==> src/rtl/ddr_cmd_pkg.sv <==
// ============================================================================
// Module : ddr_cmd_pkg
// Brief  : Command encodings, pin patterns and counter sizing for the DDR3
//          command issue stage.
// Rev    : 1.0
// ============================================================================
`default_nettype none

`ifndef MEM_ROW_WIDTH
`define MEM_ROW_WIDTH 14
`endif
`ifndef MEM_BA_WIDTH
`define MEM_BA_WIDTH 3
`endif

package ddr_cmd_pkg;

    typedef enum logic [2:0] {
        CMD_NOP = 3'd0,
        CMD_ACT = 3'd1,
        CMD_RD  = 3'd2,
        CMD_WR  = 3'd3,
        CMD_PRE = 3'd4,
        CMD_REF = 3'd5,
        CMD_MRS = 3'd6
    } ddr_cmd_e;

    typedef enum logic {
        BANK_IDLE   = 1'b0,
        BANK_ACTIVE = 1'b1
    } bank_state_e;

    // {cs_n, ras_n, cas_n, we_n}
    localparam logic [3:0] PIN_DESEL = 4'b1111;
    localparam logic [3:0] PIN_NOP   = 4'b0111;
    localparam logic [3:0] PIN_ACT   = 4'b0011;
    localparam logic [3:0] PIN_RD    = 4'b0101;
    localparam logic [3:0] PIN_WR    = 4'b0100;
    localparam logic [3:0] PIN_PRE   = 4'b0010;
    localparam logic [3:0] PIN_REF   = 4'b0001;
    localparam logic [3:0] PIN_MRS   = 4'b0000;

    function automatic int imax(input int x, input int y);
        return (x > y) ? x : y;
    endfunction

    function automatic int cnt_width(input int t_max);
        return $clog2(t_max) + 1;
    endfunction

    function automatic logic [3:0] cmd_pins(input ddr_cmd_e cmd);
        case (cmd)
            CMD_ACT: return PIN_ACT;
            CMD_RD:  return PIN_RD;
            CMD_WR:  return PIN_WR;
            CMD_PRE: return PIN_PRE;
            CMD_REF: return PIN_REF;
            CMD_MRS: return PIN_MRS;
            default: return PIN_NOP;
        endcase
    endfunction

endpackage

`default_nettype wire

==> src/rtl/ddr_bank_timer.sv <==
// ============================================================================
// Module : ddr_bank_timer
// Brief  : One bank's IDLE/ACTIVE state with its tRCD, tRAS and tRP counters.
// Rev    : 1.0
// ============================================================================
`default_nettype none

module ddr_bank_timer
    import ddr_cmd_pkg::*;
#(
    parameter int CW    = 7,
    parameter int T_RCD = 5,
    parameter int T_RP  = 5,
    parameter int T_RAS = 15
) (
    input  logic ck_t,
    input  logic reset,
    input  logic act,
    input  logic pre,
    output logic can_act,
    output logic can_col,
    output logic can_pre,
    output logic is_active
);

    bank_state_e   r_state;
    logic [CW-1:0] r_rcd;
    logic [CW-1:0] r_ras;
    logic [CW-1:0] r_rp;

    always_ff @(posedge ck_t) begin
        if (reset) begin
            r_state <= BANK_IDLE;
            r_rcd   <= '0;
            r_ras   <= '0;
            r_rp    <= '0;
        end else begin
            if (r_rcd != '0) r_rcd <= r_rcd - 1'b1;
            if (r_ras != '0) r_ras <= r_ras - 1'b1;
            if (r_rp  != '0) r_rp  <= r_rp  - 1'b1;
            if (act) begin
                r_state <= BANK_ACTIVE;
                r_rcd   <= CW'(T_RCD - 1);
                r_ras   <= CW'(T_RAS - 1);
            end else if (pre) begin
                r_state <= BANK_IDLE;
                r_rp    <= CW'(T_RP - 1);
            end
        end
    end

    assign is_active = (r_state == BANK_ACTIVE);
    assign can_act   = (r_state == BANK_IDLE) && (r_rp == '0);
    assign can_col   = (r_state == BANK_ACTIVE) && (r_rcd == '0);
    assign can_pre   = (r_ras == '0);

endmodule

`default_nettype wire

==> src/rtl/ddr_cmd_issuer.sv <==
// ============================================================================
// Module : ddr_cmd_issuer
// Brief  : DDR3 command issue stage: bank tracking, timing checks, pin drive.
// Rev    : 1.0
// ============================================================================
`default_nettype none

module ddr_cmd_issuer
    import ddr_cmd_pkg::*;
#(
    parameter int ROW_W        = `MEM_ROW_WIDTH,
    parameter int BA_W         = `MEM_BA_WIDTH,
    parameter int T_RCD        = 5,
    parameter int T_RP         = 5,
    parameter int T_RAS        = 15,
    parameter int T_CCD        = 4,
    parameter int T_RFC        = 44,
    parameter int T_MRD        = 4,
    parameter int INIT_CKE_LOW = 8,
    parameter int ODT_LEN      = 6
) (
    input  logic             ck_t,
    input  logic             reset,
    input  logic             req_valid,
    output logic             req_ready,
    input  ddr_cmd_e         req_cmd,
    input  logic [BA_W-1:0]  req_ba,
    input  logic [ROW_W-1:0] req_addr,
    output logic             cke,
    output logic             cs_n,
    output logic             ras_n,
    output logic             cas_n,
    output logic             we_n,
    output logic [ROW_W-1:0] a,
    output logic [BA_W-1:0]  ba,
    output logic             odt,
    output logic             err_illegal
);

    localparam int NUM_BANKS = 2 ** BA_W;
    localparam int T_MAX = imax(imax(imax(T_RCD, T_RP), imax(T_RAS, T_CCD)),
                                imax(imax(T_RFC, T_MRD), imax(INIT_CKE_LOW, ODT_LEN)));
    localparam int CW = cnt_width(T_MAX);

    logic [CW-1:0]    r_ccd, r_rfc, r_mrd, r_init_cnt, r_odt_cnt;
    logic             r_init_done, r_cke, r_odt, r_err;
    logic [3:0]       r_pins;
    logic [ROW_W-1:0] r_a;
    logic [BA_W-1:0]  r_ba;

    logic [NUM_BANKS-1:0] w_act, w_pre, w_can_act, w_can_col, w_can_pre, w_is_active;
    logic w_legal, w_timing_ok, w_fire, w_issue, w_pre_all;
    logic w_all_idle, w_all_rp_ok, w_pre_all_ok;

    assign w_pre_all    = req_addr[10];
    assign w_all_idle   = ~|w_is_active;
    assign w_all_rp_ok  = &w_can_act;
    assign w_pre_all_ok = &(~w_is_active | w_can_pre);

    always_comb begin
        w_legal     = 1'b0;
        w_timing_ok = 1'b0;
        case (req_cmd)
            CMD_NOP: begin
                w_legal     = 1'b1;
                w_timing_ok = 1'b1;
            end
            CMD_ACT: begin
                w_legal     = !w_is_active[req_ba];
                w_timing_ok = w_can_act[req_ba];
            end
            CMD_RD, CMD_WR: begin
                w_legal     = w_is_active[req_ba];
                w_timing_ok = w_can_col[req_ba] && (r_ccd == '0);
            end
            CMD_PRE: begin
                w_legal     = 1'b1;
                w_timing_ok = w_pre_all ? w_pre_all_ok : w_can_pre[req_ba];
            end
            CMD_REF: begin
                w_legal     = w_all_idle;
                w_timing_ok = w_all_rp_ok;
            end
            CMD_MRS: begin
                w_legal     = w_all_idle;
                w_timing_ok = 1'b1;
            end
            default: begin
                w_legal     = 1'b0;
                w_timing_ok = 1'b0;
            end
        endcase
    end

    // Illegal commands are swallowed only once all global gaps have elapsed.
    assign req_ready = r_init_done &&
                       ((req_cmd == CMD_NOP) ||
                        ((r_rfc == '0) && (r_mrd == '0) &&
                         (w_legal ? w_timing_ok : (r_ccd == '0))));
    assign w_fire  = req_valid && req_ready;
    assign w_issue = w_fire && w_legal && (req_cmd != CMD_NOP);

    for (genvar i = 0; i < NUM_BANKS; i++) begin : g_bank
        assign w_act[i] = w_issue && (req_cmd == CMD_ACT) && (req_ba == BA_W'(i));
        assign w_pre[i] = w_issue && (req_cmd == CMD_PRE) && (w_pre_all || (req_ba == BA_W'(i)));

        ddr_bank_timer #(
            .CW    (CW),
            .T_RCD (T_RCD),
            .T_RP  (T_RP),
            .T_RAS (T_RAS)
        ) u_bank (
            .ck_t      (ck_t),
            .reset     (reset),
            .act       (w_act[i]),
            .pre       (w_pre[i]),
            .can_act   (w_can_act[i]),
            .can_col   (w_can_col[i]),
            .can_pre   (w_can_pre[i]),
            .is_active (w_is_active[i])
        );
    end

    always_ff @(posedge ck_t) begin
        if (reset) begin
            r_init_cnt  <= '0;
            r_init_done <= 1'b0;
            r_cke       <= 1'b0;
            r_pins      <= PIN_DESEL;
            r_a         <= '0;
            r_ba        <= '0;
            r_odt       <= 1'b0;
            r_odt_cnt   <= '0;
            r_err       <= 1'b0;
            r_ccd       <= '0;
            r_rfc       <= '0;
            r_mrd       <= '0;
        end else begin
            r_err <= 1'b0;
            if (!r_init_done) begin
                if (r_init_cnt == CW'(INIT_CKE_LOW - 1)) begin
                    r_init_done <= 1'b1;
                    r_cke       <= 1'b1;
                    r_pins      <= PIN_NOP;
                end else begin
                    r_init_cnt <= r_init_cnt + 1'b1;
                end
            end else begin
                r_pins <= PIN_NOP;
                if (w_issue) begin
                    r_pins <= cmd_pins(req_cmd);
                    r_a    <= req_addr;
                    r_ba   <= req_ba;
                end
                r_err <= w_fire && !w_legal;
            end

            if (w_issue && (req_cmd == CMD_RD || req_cmd == CMD_WR)) r_ccd <= CW'(T_CCD - 1);
            else if (r_ccd != '0)                                    r_ccd <= r_ccd - 1'b1;
            if (w_issue && req_cmd == CMD_REF) r_rfc <= CW'(T_RFC - 1);
            else if (r_rfc != '0)              r_rfc <= r_rfc - 1'b1;
            if (w_issue && req_cmd == CMD_MRS) r_mrd <= CW'(T_MRD - 1);
            else if (r_mrd != '0)              r_mrd <= r_mrd - 1'b1;

            // odt window counts the cycles remaining after the current one.
            if (w_issue && req_cmd == CMD_WR) begin
                r_odt     <= 1'b1;
                r_odt_cnt <= CW'(ODT_LEN - 1);
            end else if (r_odt_cnt != '0) begin
                r_odt     <= 1'b1;
                r_odt_cnt <= r_odt_cnt - 1'b1;
            end else begin
                r_odt <= 1'b0;
            end
        end
    end

    assign cke                      = r_cke;
    assign {cs_n, ras_n, cas_n, we_n} = r_pins;
    assign a                        = r_a;
    assign ba                       = r_ba;
    assign odt                      = r_odt;
    assign err_illegal              = r_err;

endmodule

`default_nettype wire

==> config.mk <==
export PLATFORM = sky130hd
export DESIGN_NAME = ddr_cmd_issuer
export DESIGN_NICKNAME = d
export VERILOG_FILES = /design/src/rtl/ddr_cmd_pkg.sv /design/src/rtl/ddr_bank_timer.sv /design/src/rtl/ddr_cmd_issuer.sv
export SDC_FILE = /design/constraint.sdc
export NUM_CORES = 1
export LEC_CHECK = 0
export CAP_MARGIN = 30
export CORE_ASPECT_RATIO = 0.7
export CORE_UTILIZATION = 65
export DETAILED_ROUTE_END_ITERATION = 16
export GPL_TIMING_DRIVEN = 0
export PLACE_DENSITY = 0.84
export SYNTH_ARGS = -nofsm -noshare
export SYNTH_HDL_FRONTEND = slang
export SYNTH_HIERARCHICAL = 1
export SYNTH_SLANG_ARGS = --single-unit
export TNS_END_PERCENT = 100
==> constraint.sdc <==
create_clock -name ck_t -period 7.6 [get_ports ck_t]
set_input_delay 1.52 -clock ck_t [delete_from_list [all_inputs] [get_ports ck_t]]
set_output_delay 1.52 -clock ck_t [all_outputs]
set_load 0.01 [all_outputs]
* Word level (Yosys, flattened, before mapping)
Cells that the tools add are included.
** Operators by class
- $add $sub $neg :: 29
- Magnitude comparators :: 1
- Equality and inequality tests :: 14
- Multiplexer cells :: 100
- Bitwise operators :: 12
- Reductions and logical operators :: 169
** Operator list (count)
- nonzero test 7 bit :: 28
- subtractor 7 x 1 -> 7 bit (second input constant) :: 28
- logical NOT 7 bit :: 27
- 2-to-1 mux 7 bit :: 24
- 2-to-1 mux 4 bit :: 18
- nonzero test 2 bit :: 29
- 2-to-1 mux 3 bit :: 19
- logical AND 1 bit :: 46
- OR reduction 2 bit :: 17
- 2-to-1 mux 1 bit :: 26
- == test 3 bit (second input constant) :: 7
- one-hot mux 3 bit (6 select lines) :: 1
- AND reduction 8 bit :: 2
- binary-select mux 1 bit (select 3 bit) :: 4
- == test 3 x 2 -> 1 bit (second input constant) :: 4
- 2-to-1 mux 6 bit :: 2
- logical OR 1 bit :: 10
- inverter 1 bit :: 10
- 2-to-1 mux 2 bit :: 4
- inverter 8 bit :: 1
- bitwise OR 8 bit :: 1
- OR reduction 8 bit :: 1
- adder 7 x 1 -> 7 bit (second input constant) :: 1
- == test 7 x 3 -> 1 bit (second input constant) :: 1
- 8 further kinds :: 14
** Word-level totals
- Register bits after elaboration :: 236
- Bits of input ports :: 23
- Output and inout port bits :: 25

* Depth between registers and ports, before layout
- Word-level depth :: 17
- Gate-level depth with buffers :: 15
- Gate-level depth less buffers :: 14

* Hierarchy
Netlist, hierarchy kept.
** By module, submodules not included
- ddr_bank_timer :: instances 8, cells an instance 126, area each 1083.5 um2
- ddr_cmd_issuer :: instances 1, cells an instance 403, area each 3480.8 um2

* Worst setup path after synthesis
Ideal clock, no wire load.
- Path kind :: input port to output port
- Start :: input req_ba[1]
- End :: output req_ready
- Data arrival time :: 2931 ps
- Path slack :: 3149 ps
- Stages on the path :: 7
- Buffers on the path :: 1
- Cells stage by stage :: buf_4 mux2_2 o32a_1 a32oi_1 nand3b_2 nor3b_1 o22ai_1
** On the way
- Word-level cells in the longest chain between the ends :: 8
** Ends and longest elaborated chain
- from (decl) :: RTL line ddr_cmd_issuer.sv:27 : input logic [BA_W-1:0] req_ba,
- binary-select mux 1 bit (select 3 bit) (on tied branches)
- 2-to-1 mux 1 bit (on tied branches)
- 2-to-1 mux 1 bit, or another cell as far along :: RTL line ddr_cmd_issuer.sv:78 : w_timing_ok = w_pre_all ? w_pre_all_ok : w_can_pre[req_ba];
- one-hot mux 1 bit (5 select lines) / one-hot mux 1 bit (4 select lines) (equally long branches) :: RTL line ddr_cmd_issuer.sv:63 : case (req_cmd)
- 2-to-1 mux 1 bit * :: RTL line ddr_cmd_issuer.sv:99 : (w_legal ? w_timing_ok : (r_ccd == '0))));
- logical AND 1 bit * :: RTL line ddr_cmd_issuer.sv:98 : ((r_rfc == '0) && (r_mrd == '0) &&
- logical OR 1 bit * :: RTL line ddr_cmd_issuer.sv:97 : ((req_cmd == CMD_NOP) ||
- logical AND 1 bit * :: RTL line ddr_cmd_issuer.sv:96 : assign req_ready = r_init_done &&
- to (decl) :: RTL line ddr_cmd_issuer.sv:25 : output logic req_ready,
Mark *: on every way between the ends. The rest lies on a longest branch, timed or not. The select of a mux whose other input is x is not followed.

* Worst setup path after layout
- Start :: input req_ba[0]
- End :: output req_ready
Same word-level chain as after synthesis.

==> results.toml <==
[synthesis]
yosys.area.top_type = "sky130_fd_sc_hd__dfxtp_1"
ys_top_cells_by_area = "sky130_fd_sc_hd__dfxtp_1 39%, sky130_fd_sc_hd__o21ai_0 4.9%, sky130_fd_sc_hd__ha_1 4.8%, sky130_fd_sc_hd__nor3_1 4.7%, sky130_fd_sc_hd__nor3b_1 3.8%"
postSynth.asyncResetShare = 0
synthesis.area_per_instance_um2 = 8.61
netlist_instances = 1411
yosys_warnings = 6
yosys_register_bits = 236
synth_common_cells = "236 x sky130_fd_sc_hd__dfxtp_1, 118 x sky130_fd_sc_hd__o21ai_0, 115 x sky130_fd_sc_hd__nor3_1"
syn_nets = 1481
yosysTopAreaCellShare = 0.389
synth.yosys.seq_area_share = 0.389
number_of_enable_flip_flop_cells_after_synthesis = 0
dominantRegCellSynth = "sky130_fd_sc_hd__dfxtp_1"
synth.most_common_cell = "sky130_fd_sc_hd__dfxtp_1"
synth_cell_type_count = 77
netlist_area_um2 = 12100

[die]
start_util = 0.669
boundaryPins = 48
floorplan_row_count = 41
floorplan.die_area_um2 = 19300
die_h_um = 116
core_area_um2 = 18200
die_w_um = 165

[routing]
drc_errors = 0
detail_route.vias_per_cell = 6.15
wl_um = 27400
initialDrtViolationCount = 894
wirelength_per_cell_um = 15.8
drtAntennaViolNets = 0
dr.pass1.iters = 7
routed-via-count = 10700

[outcome]
outcome = "completed"

[global_routing]
number_of_antenna_violations_at_the_first_check_in_global_routing = 0
first_pass_grt_wire_length_um = 44700
grt_start_max_net_pins = 15
globalRouteTotalUtil = 0.283
first_global_vias = 9508
global_route.overflow_total = 0

[clocking]
postCtsResizedCells = 0
cts_post_setup_buffers_inserted = 0
cts_tree = "yes"
h-tree-depth = 1
clk_transition_reported_paths_ps = 60
clock_latency_ps = 520
cts-buffers-inserted = 23
clock_tree.root_cell = "sky130_fd_sc_hd__clkbuf_16"
cts.sinks = 236
clock_path_buffers = 3
cts_hold_buffers = 0

[timing]
holdWs_ps = 439
final_max_slew_viol_count = 0
timing.final.setup_violations = 0
totalNegativeSetupSlack_ps = 0
timing_limited_maximum_frequency_mhz = 174
final-hold-violation-count = 0
fin_worst_skew_ps = 20.0
period_share = 0.755
finalWorstPathRequiredPeriod_ps = 5740
worst_pin_slew_ps = 1110
rsz_0062_raised_after_global_routing = "false"
worst_slew_margin_rel = 0.254

[setup_path]
crit_path_cell_trace = "clkdlybuf4s50_1 > buf_2 > clkbuf_1 > nand2_1 > a311oi_4 > nor3b_1 > o22ai_1 > clkdlybuf4s50_1"
worst_path_largest_cell_delay_ps = 570
slowest_stage = "sky130_fd_sc_hd__clkdlybuf4s50_1"
worstReg2RegStart = "g_bank[5].u_bank/r_ras[0]"
critical_path.top_delay_family = "buffers and inverters"
critical_path.n_buffers_inverters = 4
path_common_cell = "sky130_fd_sc_hd__clkdlybuf4s50_1"
critical_path.startpoint_type = "input pin"
reg2regPathDepth = 15
crit_path_end_kind = "primary output"
timing.critical_path.arrival_ps = 4220
cp.required_ps = 6080
timing.setup.critical_path_class = "in2out"
cp_max_fo = 10
r2r_setup_slack_ps = 3040
r2r_end = "g_bank[2].u_bank/r_rp[0]"

[hold_path]
worst_hold_path.num_cells = 1
hold_path_end = "g_bank[5].u_bank/r_ras[6]"
hp-class = "reg2reg"
worstHoldStart = "g_bank[5].u_bank/r_ras[6]"

[placement]
globalplace.congestion = 0.870
dp_hpwl_um = 19400
portBuffers = 44

[power_and_ir_drop]
cellLeakagePower_nw = 5.30
power.ir.vdd_worst_uv = 272
comb_power_share = 0.460
p_per_area_nw_per_um2 = 441
cellInternalPower_w = 0.00359
p_seq_frac = 0.353
pwr-share-clk = 0.188
net_sw_power_w = 0.00243
p_sw_frac = 0.403

[finish]
post_route_cells_drive_above_1_share = 0.0749
antenna_cells = 0
n_fill_cell = 1310
syn_to_final_growth_pct = 12.2
nNetsFinal = 1550

[flow_run]
maxCapViolations = 0
-- registers in the layout, summed over array words and instances, names as in the netlist, 8 cells and up --
signal and cells:
a 14, g_bank.u_bank/is_active 8, g_bank.u_bank/r_rcd 56, g_bank.u_bank/r_rp 56
g_bank.u_bank/r_ras 56
-- layout by cell type (no fill, tap or decap), types with 45 or more instances in the layout --
cell	n
sky130_fd_sc_hd__nand2_1	56
sky130_fd_sc_hd__nor2_1	66
sky130_fd_sc_hd__nor3b_1	61
sky130_fd_sc_hd__ha_1	47
sky130_fd_sc_hd__dfxtp_1	236
sky130_fd_sc_hd__or4_1	56
sky130_fd_sc_hd__o21ai_0	118
sky130_fd_sc_hd__xnor2_1	47
sky130_fd_sc_hd__nand2b_1	45
sky130_fd_sc_hd__nor3_1	115
sky130_fd_sc_hd__a21oi_1	82
sky130_fd_sc_hd__inv_1	105
-- cell type report --
class | instances | area [um2] | share of cell area
multi-input cells | 1004 | 6700 | 0.491
flip-flops and latches | 236 | 4720 | 0.347
clock buffers | 33 | 673 | 0.0494
repair buffers | 44 | 440 | 0.0323
inverters | 108 | 405 | 0.0297
plain buffers | 63 | 324 | 0.0238
well taps | 236 | 295 | 0.0217
clock inverters | 8 | 75.1 | 0.00551
-- power groups by stage --
| stage | sequential (W) | combinational (W) | clock, W |
|---|---|---|---|
| after global routing | 0.00219 | 0.00312 | 0.00120 |
| final | 0.00212 | 0.00276 | 0.00113 |
| after detailed placement | 0.00212 | 0.00270 | 0 |
| after CTS | 0.00211 | 0.00274 | 0.00115 |
| after global placement | 0.00210 | 0.00257 | 0 |
| after floorplan | 0.00201 | 0.00223 | 0 |
-- logic make-up (layout without fill, tap and decap cells) --
logic type,Yosys count,after routing,synth area share
simple gates,539,539,0.262
flops,236,236,0.389
compound gates,317,317,0.164
mux,34,34,0.0288
buf+inv,171,256,0.0600
xor+xnor,67,67,0.0483
fa+ha+maj,47,47,0.0484
-- per-stage QoR --
| step | power [W] | utilization | worst slack [ps] | instances | cell area (um2) |
|---|---|---|---|---|---|
| finish | 0.00602 | 0.751 | 1860 | 1732 | 13600 |
| detailed placement | 0.00483 | 0.710 | 1910 | 1691 | 12900 |
| floorplan | 0.00424 | - | 3150 | 1411 | 12100 |
| global placement | 0.00467 | 0.710 | 1910 | 1691 | 12900 |
| global route | 0.00651 | 0.751 | 1740 | 1732 | 13600 |
| CTS | 0.00600 | 0.751 | 1890 | 1732 | 13600 |
-- worst max path at each step --
stage          startpoint        end  slack, ps  depth (start not counted)
2_1_floorplan   req_ba[1]  req_ready       3150                          7
3_3_place_gp    req_ba[0]  req_ready       1910                          8
3_5_place_dp    req_ba[0]  req_ready       1910                          8
4_1_cts         req_ba[0]  req_ready       1890                          8
5_1_grt         req_ba[0]  req_ready       1740                          9
6_report        req_ba[0]  req_ready       1860                          8
-- per-layer routing --
layer	global-route usage	vias up	wire, um
li1	-	5240	-
met4	0.0721	0	486
met5	0	-	0
met3	0.0380	47	1450
met1	0.393	5062	13100
met2	0.465	306	12400
No activity file was read; power rests on OpenSTA's default activity.
==> variant 1: new RTL, same settings <==
The parameter `T_RFC` goes from 44 to 88.
--- a/src/rtl/ddr_cmd_issuer.sv
+++ b/src/rtl/ddr_cmd_issuer.sv
@@ -15,5 +15,5 @@
     parameter int T_RAS        = 15,
     parameter int T_CCD        = 4,
-    parameter int T_RFC        = 44,
+    parameter int T_RFC        = 88,
     parameter int T_MRD        = 4,
     parameter int INIT_CKE_LOW = 8,
Formal check against the unedited RTL: same outputs for any inputs over 10 cycles, from zero or initial values and one cycle with reset high; that may be too few to reach the edited logic, so the function may still have changed.
==> variant 1 against the unedited design <==
- design area rose by 14%
- fmax down 1.7%
- sequential cell count up 29
- largest power group unchanged
- routed wire length up 18%
- synthesized area grew 13%
- count of clock-buffer cells in the layout is the same
- core utilization shrank 0.32 points
- total power is 24% higher
- worst setup slack got worse by 98 ps
- combinational power increased by 27%
==> variant 1: results (changes against the unedited design) <==
.. list-table::
   :header-rows: 1

   * - Metric
     - Value
   * - Status
     - finished, final reports clean
   * - First-pass iteration count of the detailed router
     - 5 (-2)
   * - Worst ir drop on vdd
     - 0.300 mV (+10%)
   * - Minimum clock period
     - 5840 ps (+98.2 ps)
   * - Depth of the worst register-to-register path
     - 16 (+1)
   * - Vias in the first global route
     - 11500 (+21%)
   * - Sequential cell area fraction in the yosys report
     - 38.6% (-0.30 points)
   * - Register-to-Register Setup Slack
     - 2940 ps (-100 ps)
   * - Leakage power total
     - 5.86 nW (+11%)
   * - Clock insertion delay at the later pin of the skew report
     - 530 ps
   * - Worst Setup Slack post-DPL
     - 1810 ps (-92.9 ps)
   * - Worst-margin pin slew
     - 1020 ps (-89.1 ps)
   * - Post-Route Skew
     - 11.4 ps (-8.58 ps)
   * - Dominant cells by area after synthesis
     - sky130_fd_sc_hd__dfxtp_1, sky130_fd_sc_hd__a21oi_1, sky130_fd_sc_hd__ha_1, sky130_fd_sc_hd__nor3_1, sky130_fd_sc_hd__nor2_1
   * - Global-route total usage across every layer
     - 29.3% (+1.1 points)
   * - Min Hold Slack
     - 470 ps (+30.7 ps)
   * - Primary flip-flop cell chosen by synthesis mapping
     - sky130_fd_sc_hd__dfxtp_1
   * - Placed Cells incl. Taps
     - 1926 (+14%)
   * - Total number of nets in the final design
     - 1755 (+13%)
   * - Number of CTS-inserted buffers
     - 26 (+13%)
   * - Post-synth cell types
     - 63 (-18%)
   * - # port buffers
     - 45 (+2.3%)
   * - Registers with the highest flip-flop counts
     - g_bank.u_bank/r_ras x64, g_bank.u_bank/r_rcd x64, g_bank.u_bank/r_rp x64
   * - CP Data Arrival Time
     - 4320 ps (+100 ps)
   * - Post-detailed-placement cell area
     - 14600 sq um (+13%)
   * - Maximum number of pins on one net before global-route repair
     - 47 (+32)
   * - Post-Synthesis Net Count
     - 1681 (+14%)
   * - DP HPWL
     - 22300 um (+15%)
   * - Total wire length after detailed routing
     - 32300 um (+18%)
   * - Initial DRC Count
     - 1042 (+17%)
   * - Gate count after technology mapping
     - 1604 (+14%)
   * - Yosys warns
     - 6 (unchanged)
   * - Avg Vias per Cell
     - 6.21 (+0.97%)
   * - RePlAce Congestion
     - 0.939 (+7.9%)
==> variant 1: cell count changes after synthesis, sizes merged, moves of 24 or more <==
cell,before,now
o21ai,118,79
nor2,67,143
nand2,57,30
a21oi,82,142
nor3b,61,34
nand2b,45,21
o41ai,0,32
dfxtp,236,265
==> variant 1: cell type report <==
type | count | area [sq um]
clock buffers | 33 | 718
inverters | 116 | 435
plain buffers | 68 | 320
flip-flops and latches | 265 | 5310
well taps | 276 | 345
repair buffers | 46 | 465
multi-input cells | 1155 | 7690
fillers | 1486 | 5240
clock inverters | 15 | 236
==> variant 1: where the power goes <==
part | internal [mW] | leakage, nW | switching [mW]
combinational | 1.56 | 3.21 | 1.94
clock | 0.874 | 0.461 | 0.557
sequential | 1.93 | 2.18 | 0.595
==> variant 1: cells by family (layout without fill, tap and decap cells) <==
logic type | count (synthesis) | in the layout | synth area share (%)
buf+inv | 184 | 278 | 5.50
fa+ha+maj | 54 | 54 | 4.91
xor+xnor | 68 | 68 | 4.33
simple gates | 598 | 598 | 25.1
flops | 265 | 265 | 38.6
mux | 33 | 33 | 2.53
compound gates | 402 | 402 | 19.0
==> variant 1: final timing paths <==
kind,start,to
worst max-delay path,req_ba[2],req_ready
worst min-delay path,r_pins[3],r_pins[3]
worst min register to register,r_pins[3],r_pins[3]
worst max register to register,g_bank[6].u_bank/r_rcd[0],g_bank[0].u_bank/r_rp[1]
==> variant 1: per-layer routing <==
layer  track usage, %  part of all wire, %  vias to the layer above
met5                0                    0                        -
met4             8.59                  2.1                        0
met3             3.91                  5.4                       67
met2             47.6                   45                      363
met1             40.8                   48                     5801
li1                 -                    -                     6030
==> variant 2: new RTL, same settings <==
Without the edit above. Make the reset (`reset`) asynchronous in 2 clocked blocks.
--- a/src/rtl/ddr_bank_timer.sv
+++ b/src/rtl/ddr_bank_timer.sv
@@ -29,5 +29,5 @@
     logic [CW-1:0] r_rp;
 
-    always_ff @(posedge ck_t) begin
+    always_ff @(posedge ck_t or posedge reset) begin
         if (reset) begin
             r_state <= BANK_IDLE;
--- a/src/rtl/ddr_cmd_issuer.sv
+++ b/src/rtl/ddr_cmd_issuer.sv
@@ -122,5 +122,5 @@
     end
 
-    always_ff @(posedge ck_t) begin
+    always_ff @(posedge ck_t or posedge reset) begin
         if (reset) begin
             r_init_cnt  <= '0;
Formal check against the unedited RTL: differs if reset is asserted again (counterexample within 10 cycles, from zero or initial values and one cycle with reset high); with reset held inactive, the same outputs for 10 cycles.
==> variant 2 against the unedited design <==
- worst setup slack worse by 210 ps
- sequential cell count unchanged
- count of clock-buffer cells in the layout down 1
- design area rose by 2.4%
- total power fell by 11%
- largest cell class unchanged
- global-route usage about the same
- synthesized area is 2.5% higher
- critical endpoint unchanged
- cell count down 11%
- routed wire length down 1.4%
==> variant 2: results (changes against the unedited design) <==
.. list-table::
   :header-rows: 1

   * - Metric
     - Value
   * - Register-to-Register Setup Slack
     - 2640 ps (-400 ps)
   * - Status
     - finished, final reports clean
   * - Initial DRC Count
     - 754 (-16%)
   * - Worst-case hold path end point
     - r_init_cnt[6]
   * - Mux cell area share after synthesis
     - 6.10% (+3.2 points)
   * - Maximum number of pins on one net before global-route repair
     - 35 (+20)
   * - Primary flip-flop cell chosen by synthesis mapping
     - sky130_fd_sc_hd__dfrtp_1
   * - Sequential cell area fraction in the yosys report
     - 47.5% (+8.6 points)
   * - First-pass iteration count of the detailed router
     - 5 (-2)
   * - Post-Synthesis Net Count
     - 1283 (-13%)
   * - Slew HR
     - 43.2% (+18 points)
   * - Post-synthesis compound-gate area fraction
     - 13.7% (-2.6 points)
   * - Global-route wire length before repair
     - 45900 um (+2.6%)
   * - Worst ir drop on vdd
     - 0.286 mV (+5.0%)
   * - Delay of the slowest cell on the worst path
     - 590 ps (+20 ps)
   * - Post-synth cell types
     - 62 (-19%)
   * - Total via count after detailed routing
     - 9506 (-11%)
   * - Global-route total usage across every layer
     - 28.3% (about the same)
   * - DP HPWL
     - 19200 um (-0.78%)
   * - Hold Crit Start
     - r_init_cnt[6]
   * - Total number of nets in the final design
     - 1353 (-13%)
   * - Fraction of synthesis flops using an asynchronous set or reset pin
     - 100% (+100 points)
   * - CP Data Arrival Time
     - 4430 ps (+210 ps)
   * - Routed length per placed instance
     - 17.5 um (+11%)
   * - Min Hold Slack
     - 476 ps (+36.3 ps)
   * - RePlAce Congestion
     - 0.886 (+1.8%)
-- variant 2: power by group --
part	total, mW	leakage, nW	switching [mW]	internal, mW
logic	1.98	2.86	1.03	0.945
registers	2.22	2.91	0.459	1.77
clock network	1.16	0.370	0.471	0.686
-- variant 2: layer usage --
metal  wire, um  track usage, %
met5          0               0
met4        453            5.91
met3       1480            4.64
met2      12400            44.3
met1      12700            41.7
-- variant 2: layout make-up --
cell class / count / area [sq um]
tap: 236 / 295
clock inverter: 7 / 110
buffer: 35 / 186
inverter: 111 / 417
multi-input combinational: 841 / 5940
sequential: 236 / 5910
fill: 1239 / 4400
clock buffer: 32 / 639
timing repair buffer: 45 / 460
-- variant 2: stage by stage --
step	instance area (sq um)	setup WS (ps)	util [%]	std cells
global placement	13200	1710	71.8	1503
detailed placement	13200	1640	71.9	1504
floorplan	12500	2990	-	1223
global route	14000	1540	76.0	1543
finish	14000	1650	76.0	1543
CTS	14000	1670	76.0	1543
